[src/rtl/approx_mult_pkg.sv]
// Shared widths and helpers for the pipelined approximate multiplier.
// Truncation masks are computed per partial-product row from N and T.
package approx_mult_pkg;

  localparam int STAT_W = 32;

  function automatic int kept_w(input int n, input int l);
    return n + l + 1;
  endfunction

  // Bit j of the result is set when bit j of row i lands in a kept column.
  function automatic logic [31:0] trunc_mask(input int row, input int n, input int t);
    logic [31:0] m;
    m = '0;
    for (int j = 0; j < 32; j++) begin
      m[j] = (j < n) && ((row + j) >= t);
    end
    return m;
  endfunction

endpackage

[src/rtl/approx_mult_pipe_reduce.sv]
// Combinational partial-product reduction: aligned exact high product plus
// the low-row sum, with columns below T discarded in approximate mode.
module approx_pp_reduce
  import approx_mult_pkg::*;
#(
  parameter int N = 8,
  parameter int L = 4,
  parameter int T = N - 1
) (
  input  logic [N-1:0]              x,
  input  logic [N-1:0]              y,
  input  logic                      exact,
  output logic [2*N-1:0]            hi_sh,
  output logic [kept_w(N, L)-1:0]   lo_sum
);

  localparam int KW = kept_w(N, L);
  localparam int ZW = 2 * N;

  logic [ZW-1:0] hi_prod;
  logic [N-1:0]  row;
  logic [N-1:0]  mask;
  logic [KW-1:0] lo_acc;

  always_comb begin
    hi_prod = ZW'(y) * ZW'(x[N-1:L]);
    hi_sh   = hi_prod << L;
  end

  always_comb begin
    row    = '0;
    mask   = '0;
    lo_acc = '0;
    for (int i = 0; i < L; i++) begin
      mask = exact ? {N{1'b1}} : N'(trunc_mask(i, N, T));
      row  = y & {N{x[i]}} & mask;
      lo_acc = lo_acc + (KW'(row) << i);
    end
    lo_sum = lo_acc;
  end

endmodule

[src/rtl/approx_mult_pipe.sv]
// Three-stage valid/ready N x N multiplier with per-transaction exact/approx mode.
// Optional error statistics are compiled in with APPROX_MULT_ERR_STAT_EN.
module approx_mult_pipe
  import approx_mult_pkg::*;
#(
  parameter int N = 8,
  parameter int L = 4,
  parameter int T = N - 1
) (
  input  logic               clk,
  input  logic               rst,
  input  logic               in_valid,
  output logic               in_ready,
  input  logic [N-1:0]       in_x,
  input  logic [N-1:0]       in_y,
  input  logic               in_exact,
  output logic               out_valid,
  input  logic               out_ready,
  output logic [2*N-1:0]     out_z,
  output logic               out_exact
`ifdef APPROX_MULT_ERR_STAT_EN
  ,
  output logic [STAT_W-1:0]  err_sum,
  output logic [STAT_W-1:0]  txn_cnt
`endif
);

  localparam int KW = kept_w(N, L);
  localparam int ZW = 2 * N;

  logic          s1_vld_q, s1_vld_d;
  logic [N-1:0]  s1_x_q, s1_x_d;
  logic [N-1:0]  s1_y_q, s1_y_d;
  logic          s1_exact_q, s1_exact_d;

  logic          s2_vld_q, s2_vld_d;
  logic [ZW-1:0] s2_hi_q, s2_hi_d;
  logic [KW-1:0] s2_lo_q, s2_lo_d;
  logic          s2_exact_q, s2_exact_d;

  logic          s3_vld_q, s3_vld_d;
  logic [ZW-1:0] s3_z_q, s3_z_d;
  logic          s3_exact_q, s3_exact_d;

  logic          in_fire, out_fire, s1_adv, s2_adv, s2_ld_ok, s3_ld_ok;
  logic [ZW-1:0] red_hi, z_sum;
  logic [KW-1:0] red_lo;

  approx_pp_reduce #(.N(N), .L(L), .T(T)) u_reduce (
    .x      (s1_x_q),
    .y      (s1_y_q),
    .exact  (s1_exact_q),
    .hi_sh  (red_hi),
    .lo_sum (red_lo)
  );

  // Each stage may load when empty or when its occupant moves on this cycle.
  always_comb begin
    out_fire = s3_vld_q & out_ready;
    s3_ld_ok = ~s3_vld_q | out_ready;
    s2_adv   = s2_vld_q & s3_ld_ok;
    s2_ld_ok = ~s2_vld_q | s3_ld_ok;
    s1_adv   = s1_vld_q & s2_ld_ok;
    in_ready = ~s1_vld_q | s2_ld_ok;
    in_fire  = in_valid & in_ready;
  end

  always_comb begin
    z_sum = s2_hi_q + ZW'(s2_lo_q);

    s1_vld_d   = s1_vld_q;
    s1_x_d     = s1_x_q;
    s1_y_d     = s1_y_q;
    s1_exact_d = s1_exact_q;
    s2_vld_d   = s2_vld_q;
    s2_hi_d    = s2_hi_q;
    s2_lo_d    = s2_lo_q;
    s2_exact_d = s2_exact_q;
    s3_vld_d   = s3_vld_q;
    s3_z_d     = s3_z_q;
    s3_exact_d = s3_exact_q;

    if (in_fire) begin
      s1_vld_d   = 1'b1;
      s1_x_d     = in_x;
      s1_y_d     = in_y;
      s1_exact_d = in_exact;
    end else if (s1_adv) begin
      s1_vld_d = 1'b0;
    end

    if (s1_adv) begin
      s2_vld_d   = 1'b1;
      s2_hi_d    = red_hi;
      s2_lo_d    = red_lo;
      s2_exact_d = s1_exact_q;
    end else if (s2_adv) begin
      s2_vld_d = 1'b0;
    end

    if (s2_adv) begin
      s3_vld_d   = 1'b1;
      s3_z_d     = z_sum;
      s3_exact_d = s2_exact_q;
    end else if (out_fire) begin
      s3_vld_d = 1'b0;
    end
  end

  always_ff @(posedge clk or posedge rst) begin
    if (rst) begin
      s1_vld_q   <= 1'b0;
      s1_x_q     <= '0;
      s1_y_q     <= '0;
      s1_exact_q <= 1'b0;
      s2_vld_q   <= 1'b0;
      s2_hi_q    <= '0;
      s2_lo_q    <= '0;
      s2_exact_q <= 1'b0;
      s3_vld_q   <= 1'b0;
      s3_z_q     <= '0;
      s3_exact_q <= 1'b0;
    end else begin
      s1_vld_q   <= s1_vld_d;
      s1_x_q     <= s1_x_d;
      s1_y_q     <= s1_y_d;
      s1_exact_q <= s1_exact_d;
      s2_vld_q   <= s2_vld_d;
      s2_hi_q    <= s2_hi_d;
      s2_lo_q    <= s2_lo_d;
      s2_exact_q <= s2_exact_d;
      s3_vld_q   <= s3_vld_d;
      s3_z_q     <= s3_z_d;
      s3_exact_q <= s3_exact_d;
    end
  end

  assign out_valid = s3_vld_q;
  assign out_z     = s3_z_q;
  assign out_exact = s3_exact_q;

`ifdef APPROX_MULT_ERR_STAT_EN
  localparam int AW = ((ZW > STAT_W) ? ZW : STAT_W) + 1;

  logic [ZW-1:0]     s2_prod_q, s2_prod_d;
  logic [ZW-1:0]     s3_diff_q, s3_diff_d;
  logic [STAT_W-1:0] err_sum_q, err_sum_d;
  logic [STAT_W-1:0] txn_cnt_q, txn_cnt_d;
  logic [AW-1:0]     err_acc;

  // Approx never exceeds exact, so the difference is a plain unsigned subtract.
  always_comb begin
    s2_prod_d = s1_adv ? ZW'(s1_x_q) * ZW'(s1_y_q) : s2_prod_q;
    s3_diff_d = s2_adv ? s2_prod_q - z_sum : s3_diff_q;
    err_acc   = AW'(err_sum_q) + AW'(s3_diff_q);
    err_sum_d = err_sum_q;
    txn_cnt_d = txn_cnt_q;
    if (out_fire && !s3_exact_q) begin
      err_sum_d = (|err_acc[AW-1:STAT_W]) ? {STAT_W{1'b1}} : err_acc[STAT_W-1:0];
      txn_cnt_d = (&txn_cnt_q) ? txn_cnt_q : txn_cnt_q + 1'b1;
    end
  end

  always_ff @(posedge clk or posedge rst) begin
    if (rst) begin
      s2_prod_q <= '0;
      s3_diff_q <= '0;
      err_sum_q <= '0;
      txn_cnt_q <= '0;
    end else begin
      s2_prod_q <= s2_prod_d;
      s3_diff_q <= s3_diff_d;
      err_sum_q <= err_sum_d;
      txn_cnt_q <= txn_cnt_d;
    end
  end

  assign err_sum = err_sum_q;
  assign txn_cnt = txn_cnt_q;
`endif

endmodule

[config.mk]
export PLATFORM = sky130hd
export DESIGN_NAME = approx_mult_pipe
export DESIGN_NICKNAME = d
export VERILOG_FILES = /design/src/rtl/approx_mult_pkg.sv /design/src/rtl/approx_mult_pipe_reduce.sv /design/src/rtl/approx_mult_pipe.sv
export SDC_FILE = /design/constraint.sdc
export NUM_CORES = 1
export LEC_CHECK = 0
export ABC_AREA = 1
export CORE_MARGIN = 2
export CORE_UTILIZATION = 40
export DETAILED_ROUTE_END_ITERATION = 6
export PLACE_DENSITY = 0.58
export SLEW_MARGIN = 20
export SYNTH_ARGS = -nofsm -noshare
export SYNTH_HDL_FRONTEND = slang
export SYNTH_SLANG_ARGS = --single-unit
[constraint.sdc]
create_clock -name clk -period 3.4 [get_ports clk]
set_input_delay 0.34 -clock clk [delete_from_list [all_inputs] [get_ports clk]]
set_output_delay 0.34 -clock clk [all_outputs]
set_load 0.005 [all_outputs]
==> impl_metrics.ini, run 1 <==
[worst_setup_path]
critical_path.reg2reg.endpoint = s2_lo_q[9]
critical_path.reg2reg.startpoint = s1_exact_q
slowest_cell_on_crit_path = sky130_fd_sc_hd__fa_1
timing.critical_path.from_type = flop
worst-path-max-fanout = 6
cp.required_ns = 3.63
critPathKind = reg2reg
setup.worst_path.end_class = flop
cp_data_arrival_time_ns = 3.41
regToRegSetupSlack_ns = 0.22
critical-path-max-stage-delay_ns = 0.45
cp_cell_sequence = nand2_4, nor2_2, ha_1, inv_1, fa_2, xor2_1, fa_1, inv_1, ha_1, inv_1, fa_1, inv_1, nand4_1, nand3_1, nand2_1, nand3_1, nand2_1
critPathMostFrequentCell = sky130_fd_sc_hd__inv_1
worst_r2r_path_cells = 17

[logic_synthesis]
synth_cells = 650
synth_xor_xnor_area_share = 0.02507
netlist-cell-type-count = 34
synth_compound_area_frac = 0.06216
postSynthRegisterBits = 62
synth-seq-area-share = 0.3172
synth_adder_area_share = 0.1924
synth_simple_gate_area_share = 0.2791
syn_area_per_cell_um2 = 7.525
postSynthNetCount = 733
yosys_warnings = 0
synth.mux.area_fraction = 0.02149
post_synthesis_instance_area_um2 = 4891
dominant_combinational_cell_family_by_area_after_synthesis = simple AND/OR/NAND/NOR gates

[clock_tree]
clock_path_buffers = 2
cts.htree.levels = 3
cts_buffers = 9
clock_insertion_delay_worst_skew_ns = 0.34
tritoncts = yes
cts_hold_repair.buffers = 0
clkSinkCount = 62
worst_setup_hold_path_clk_slew_ns = 0.06
ctsRootBufferMaster = sky130_fd_sc_hd__clkbuf_16

[floorplanning]
design.core.area_um2 = 11960
start_util = 0.4089
fp.dieW_um = 114.6
die_area_um2 = 13130
core.rowCount = 40
floorplan.io_pins = 40
chipHeight_um = 114.6

[final_layout]
nets = 782
layout.cells.non_filler = 851
multi_input_area_um2 = 2908
fraction_of_final_layout_cells_with_drive_strength_greater_than_1 = 0.09091
layout.core_utilization = 0.4900
layout-area-overhead-vs-synth_pct = 19.83
n_fill_cell = 1202
diodes = 0
mostFrequentLayoutCells = sky130_fd_sc_hd__nand2_1 (215), sky130_fd_sc_hd__inv_1 (106), sky130_fd_sc_hd__dfrtp_1 (61)
seq_area_um2 = 1553
final_common_cell = sky130_fd_sc_hd__nand2_1

[drt]
avgRoutedWirePerCell_um = 12.27
dr_total_vias = 4093
post-route-drc-count = 0
postRouteWirelength_um = 10440
drt_first_iter_violations = 222
drt-vias-per-instance = 4.810
ant_nets = 0
firstDrtPassIters = 5

[sta]
relSlewSlack = 0.7107
tns_ns = 0
final.min_clock_period_ns = 3.183
setup_viol_count_final = 0
finalHoldViolCount = 0
worst_pin_slew_ns = 0.4334
report.final.slew_viol_count = 0
timing.final.crit_share = 0.9362
fmaxAchievable_ghz = 0.3142
skew_ns = 0.008782

[global_route]
antenna_violations_before_repair = 0
first_global_vias = 3840
grt_remaining_overflow = 0
grt_use_total = 0.1720
grt_first_pass_wirelength_um = 17840
largest_net_degree_at_the_start_of_global_routing = 38

[placed_design]
placed_instances = 833
port_buffers = 39
dp_hpwl_um = 8332
gp_congestion = 0.8739

[worst_hold_path]
worst_hold_path_type = in2async

[outcome]
run_status = finished clean

[flow_run]
cap_viol_max_count = 0
-- per-layer routing --
| layer | vias up | track usage | part of all wire |
|---|---|---|---|
| met5 | - | 0 | 0 |
| met4 | 0 | 0.06341 | 0.012 |
| met3 | 10 | 0.03070 | 0.033 |
| met2 | 65 | 0.2686 | 0.46 |
| met1 | 1900 | 0.2387 | 0.49 |
| li1 | 2118 | - | - |
-- sequential cells by signal, summed over array words and instances, names as in the netlist --
register / cells
s2_lo_q: 12
s2_exact_q: 1
s1_exact_q: 1
s2_vld_q: 1
out_exact: 1
s2_hi_q: 12
out_z: 16
out_valid: 1
s1_vld_q: 1
s1_y_q: 8
s1_x_q: 8
-- Yosys cell counts (all sizes together) --
| master | number | share of area |
|---|---|---|
| a211oi | 1 | 0.0015 |
| a21boi | 1 | 0.0015 |
| a21o | 1 | 0.0015 |
| a21oi | 27 | 0.030 |
| a31oi | 2 | 0.0026 |
| buf | 7 | 0.012 |
| clkbuf | 10 | 0.0077 |
| dfrtp | 62 | 0.32 |
| fa | 22 | 0.090 |
| ha | 40 | 0.10 |
| inv | 108 | 0.083 |
| mux2 | 7 | 0.021 |
| nand2 | 222 | 0.18 |
| nand3 | 45 | 0.050 |
| nand3b | 2 | 0.0031 |
| nand4 | 9 | 0.012 |
| nor2 | 44 | 0.034 |
| o21a | 1 | 0.0015 |
| o21ai | 20 | 0.020 |
| o21bai | 1 | 0.0015 |
| o31ai | 1 | 0.0015 |
| or2 | 3 | 0.0038 |
| xnor2 | 8 | 0.014 |
| xor2 | 6 | 0.011 |
-- stage by stage --
stage	area, µm²	worst slack [ns]	hold slack (ns)
6_report	5861	0.2168	0.2944
5_1_grt	5861	-0.01778	0.3295
4_1_cts	5774	0.03073	0.2963
3_5_place_dp	5474	0.04894	0.4563
3_3_place_gp	5474	0.1503	0.4575
2_1_floorplan	4891	0.1314	0.4422
-- cell families (layout without fill, tap and decap cells) --
logic type / Yosys count / count (layout)
simple gates: 325 / 325
buf+inv: 125 / 179
fa+ha+maj: 62 / 62
flops: 62 / 62
compound gates: 55 / 55
xor+xnor: 14 / 14
mux: 7 / 7
-- worst max-delay path: cells and delay by family, from the launching register on --
| kind | cells | cell delay [ns] |
|---|---|---|
| buf+inv | 4 | 0.30 |
| fa+ha+maj | 5 | 1.50 |
| xor+xnor | 1 | 0.24 |
| flops | 1 | 0.43 |
| simple gates | 7 | 0.62 |
-- timing repair --
item | 4_1_cts | 5_1_grt
buffers inserted | 0 | 2
gates resized for setup | 0 | 14
setup endpoints to repair | 0 | 7
endpoints found under the hold margin | 0 | 0
-- cell type report --
cell class,instances,area share
multi-input combinational,463,0.4962
sequential,62,0.2649
timing repair buffer,55,0.08711
inverter,108,0.06917
clock buffer,9,0.03843
tap,147,0.03138
clock inverter,7,0.01281
-- how the worst max path moves through the flow --
stage	from	to	slack, ns	cells past startpoint
2_1_floorplan	s1_exact_q	s2_lo_q[9]	0.13	19
3_3_place_gp	s1_exact_q	s2_lo_q[8]	0.15	18
3_5_place_dp	s1_exact_q	s2_lo_q[10]	0.05	20
4_1_cts	s1_exact_q	s2_lo_q[9]	0.03	18
5_1_grt	s1_exact_q	s2_lo_q[9]	-0.02	18
6_report	s1_exact_q	s2_lo_q[9]	0.22	17
Power of run 1 is not shown: default switching activity piles up to over one toggle a cycle in this logic, so the estimate is an artifact.
==> inputs of run 2 (changes only) <==
--- a/config.mk
+++ b/config.mk
@@ -6,7 +6,7 @@
 export NUM_CORES = 1
 export LEC_CHECK = 0
 export ABC_AREA = 1
-export CORE_MARGIN = 2
+export CORE_MARGIN = 1.5
 export CORE_UTILIZATION = 40
 export DETAILED_ROUTE_END_ITERATION = 6
 export PLACE_DENSITY = 0.58
==> impl_metrics.ini, run 2 (synthesized netlist as in run 1, its figures left out) <==
[clock_tree]
worst_setup_hold_path_clk_slew_ns = 0.05
clock_insertion_delay_worst_skew_ns = 0.33
cts_buffers = 9
tritoncts = yes
cts.htree.levels = 3
ctsRootBufferMaster = sky130_fd_sc_hd__clkbuf_16
clkSinkCount = 62
clock_path_buffers = 2

[sta]
report.final.slew_viol_count = 0
skew_ns = 0.005838
relSlewSlack = 0.5043
finalHoldViolCount = 0
fmaxAchievable_ghz = 0.3098
final.min_clock_period_ns = 3.228
worst_pin_slew_ns = 0.7424
timing.final.crit_share = 0.9493
setup_viol_count_final = 0
fin_hold_ws_ns = 0.4574

[floorplanning]
core.rowCount = 40
start_util = 0.4089
die_area_um2 = 12900
design.core.area_um2 = 11960
chipHeight_um = 113.6
floorplan.io_pins = 40
fp.dieW_um = 113.6

[global_route]
grt_use_total = 0.1741
grt_remaining_overflow = 0
largest_net_degree_at_the_start_of_global_routing = 38
first_global_vias = 3897
grt_first_pass_wirelength_um = 17930
antenna_violations_before_repair = 0

[placed_design]
dp_hpwl_um = 8289
port_buffers = 39
gp_congestion = 0.8794
placed_instances = 833

[worst_setup_path]
timing.critical_path.from_type = flop
cp_data_arrival_time_ns = 3.48
worst_r2r_path_cells = 17
worst-path-max-fanout = 5
setup.worst_path.end_class = flop
regToRegSetupSlack_ns = 0.17
cp.required_ns = 3.65
critPathKind = reg2reg

[drt]
avgRoutedWirePerCell_um = 12.27
drt-vias-per-instance = 4.804
dr_total_vias = 4083
post-route-drc-count = 0
firstDrtPassIters = 4
drt_first_iter_violations = 158
postRouteWirelength_um = 10430
ant_nets = 0

[final_layout]
flip_flop_count_of_the_largest_register_all_copies_and_words_added = 16
nets = 781
mostFrequentLayoutCells = sky130_fd_sc_hd__nand2_1 (215), sky130_fd_sc_hd__inv_1 (106), sky130_fd_sc_hd__dfrtp_1 (61)
fraction_of_final_layout_cells_with_drive_strength_greater_than_1 = 0.09388
layout.cells.non_filler = 850
final_common_cell = sky130_fd_sc_hd__nand2_1
multi_input_area_um2 = 2943
layout-area-overhead-vs-synth_pct = 20.72
diodes = 0
n_fill_cell = 1180
seq_area_um2 = 1553

[outcome]
run_status = finished clean

[flow_run]
cap_viol_max_count = 0

[worst_hold_path]
worst_hold_path_type = in2async
-- run 2: changes by cell type in the layout (fill, tap and decap cells not counted), sizes merged --
cell,previous run,this run
clkinvlp,3,0
clkbuf,9,12
clkinv,3,2
buf,16,15
bufinv,1,2
-- run 2: path summary, 6_finish.rpt --
path | from | to
max | s1_x_q[1] | s2_lo_q[11]
min | rst | s1_y_q[4]
max reg2reg | s1_x_q[1] | s2_lo_q[11]
min reg2reg | s2_lo_q[2] | out_z[2]
max in group asynchronous | rst | out_z[12]
min in group clk | s2_lo_q[2] | out_z[2]
-- run 2: through the flow --
step | setup TNS (ns) | instance area, µm² | setup slack [ns] | utilization
floorplan | 0 | 4891 | 0.1314 | -
global placement | 0 | 5474 | 0.1570 | 0.4576
detailed placement | 0 | 5474 | 0.06628 | 0.4576
CTS | 0 | 5791 | 0.03833 | 0.4841
global route | -0.01268 | 5904 | -0.01096 | 0.4936
finish | 0 | 5904 | 0.1723 | 0.4936
-- run 2: cell type report --
cell class / count / share of cell area
multi-input combinational: 463 / 0.4984
sequential: 62 / 0.2630
timing repair buffer: 54 / 0.08519
inverter: 108 / 0.06866
clock buffer: 12 / 0.04175
tap: 147 / 0.03115
clock inverter: 4 / 0.01187
-- run 2: critical path, cell delays in order (launching register included) --
cell and delay [ns]:
sky130_fd_sc_hd__dfrtp_1 0.45, sky130_fd_sc_hd__nand2_4 0.10, sky130_fd_sc_hd__nor2_1 0.10, sky130_fd_sc_hd__ha_1 0.18
sky130_fd_sc_hd__inv_1 0.06, sky130_fd_sc_hd__fa_2 0.36, sky130_fd_sc_hd__inv_1 0.09, sky130_fd_sc_hd__nand4_1 0.11
sky130_fd_sc_hd__nand3_2 0.10, sky130_fd_sc_hd__xnor2_1 0.09, sky130_fd_sc_hd__fa_1 0.51, sky130_fd_sc_hd__inv_1 0.06
sky130_fd_sc_hd__ha_4 0.28, sky130_fd_sc_hd__nand2_1 0.06, sky130_fd_sc_hd__or2_2 0.30, sky130_fd_sc_hd__nand3_1 0.10
sky130_fd_sc_hd__nand3_1 0.07, sky130_fd_sc_hd__a21oi_1 0.13
-- run 2: metal layers --
metal | routed length [µm] | GRT usage
met1 | 5243 | 0.2354
met2 | 4803 | 0.2791
met3 | 290 | 0.04516
met4 | 92 | 0.04500
met5 | 0 | 0
-- run 2: timing repair --
item                       in CTS  in global routing
setup buffers                   0                  1
hold buffers                    0                  0
setup endpoints to repair       0                  6
resized for setup               0                 19
Power of run 2 is left out for the same reason.
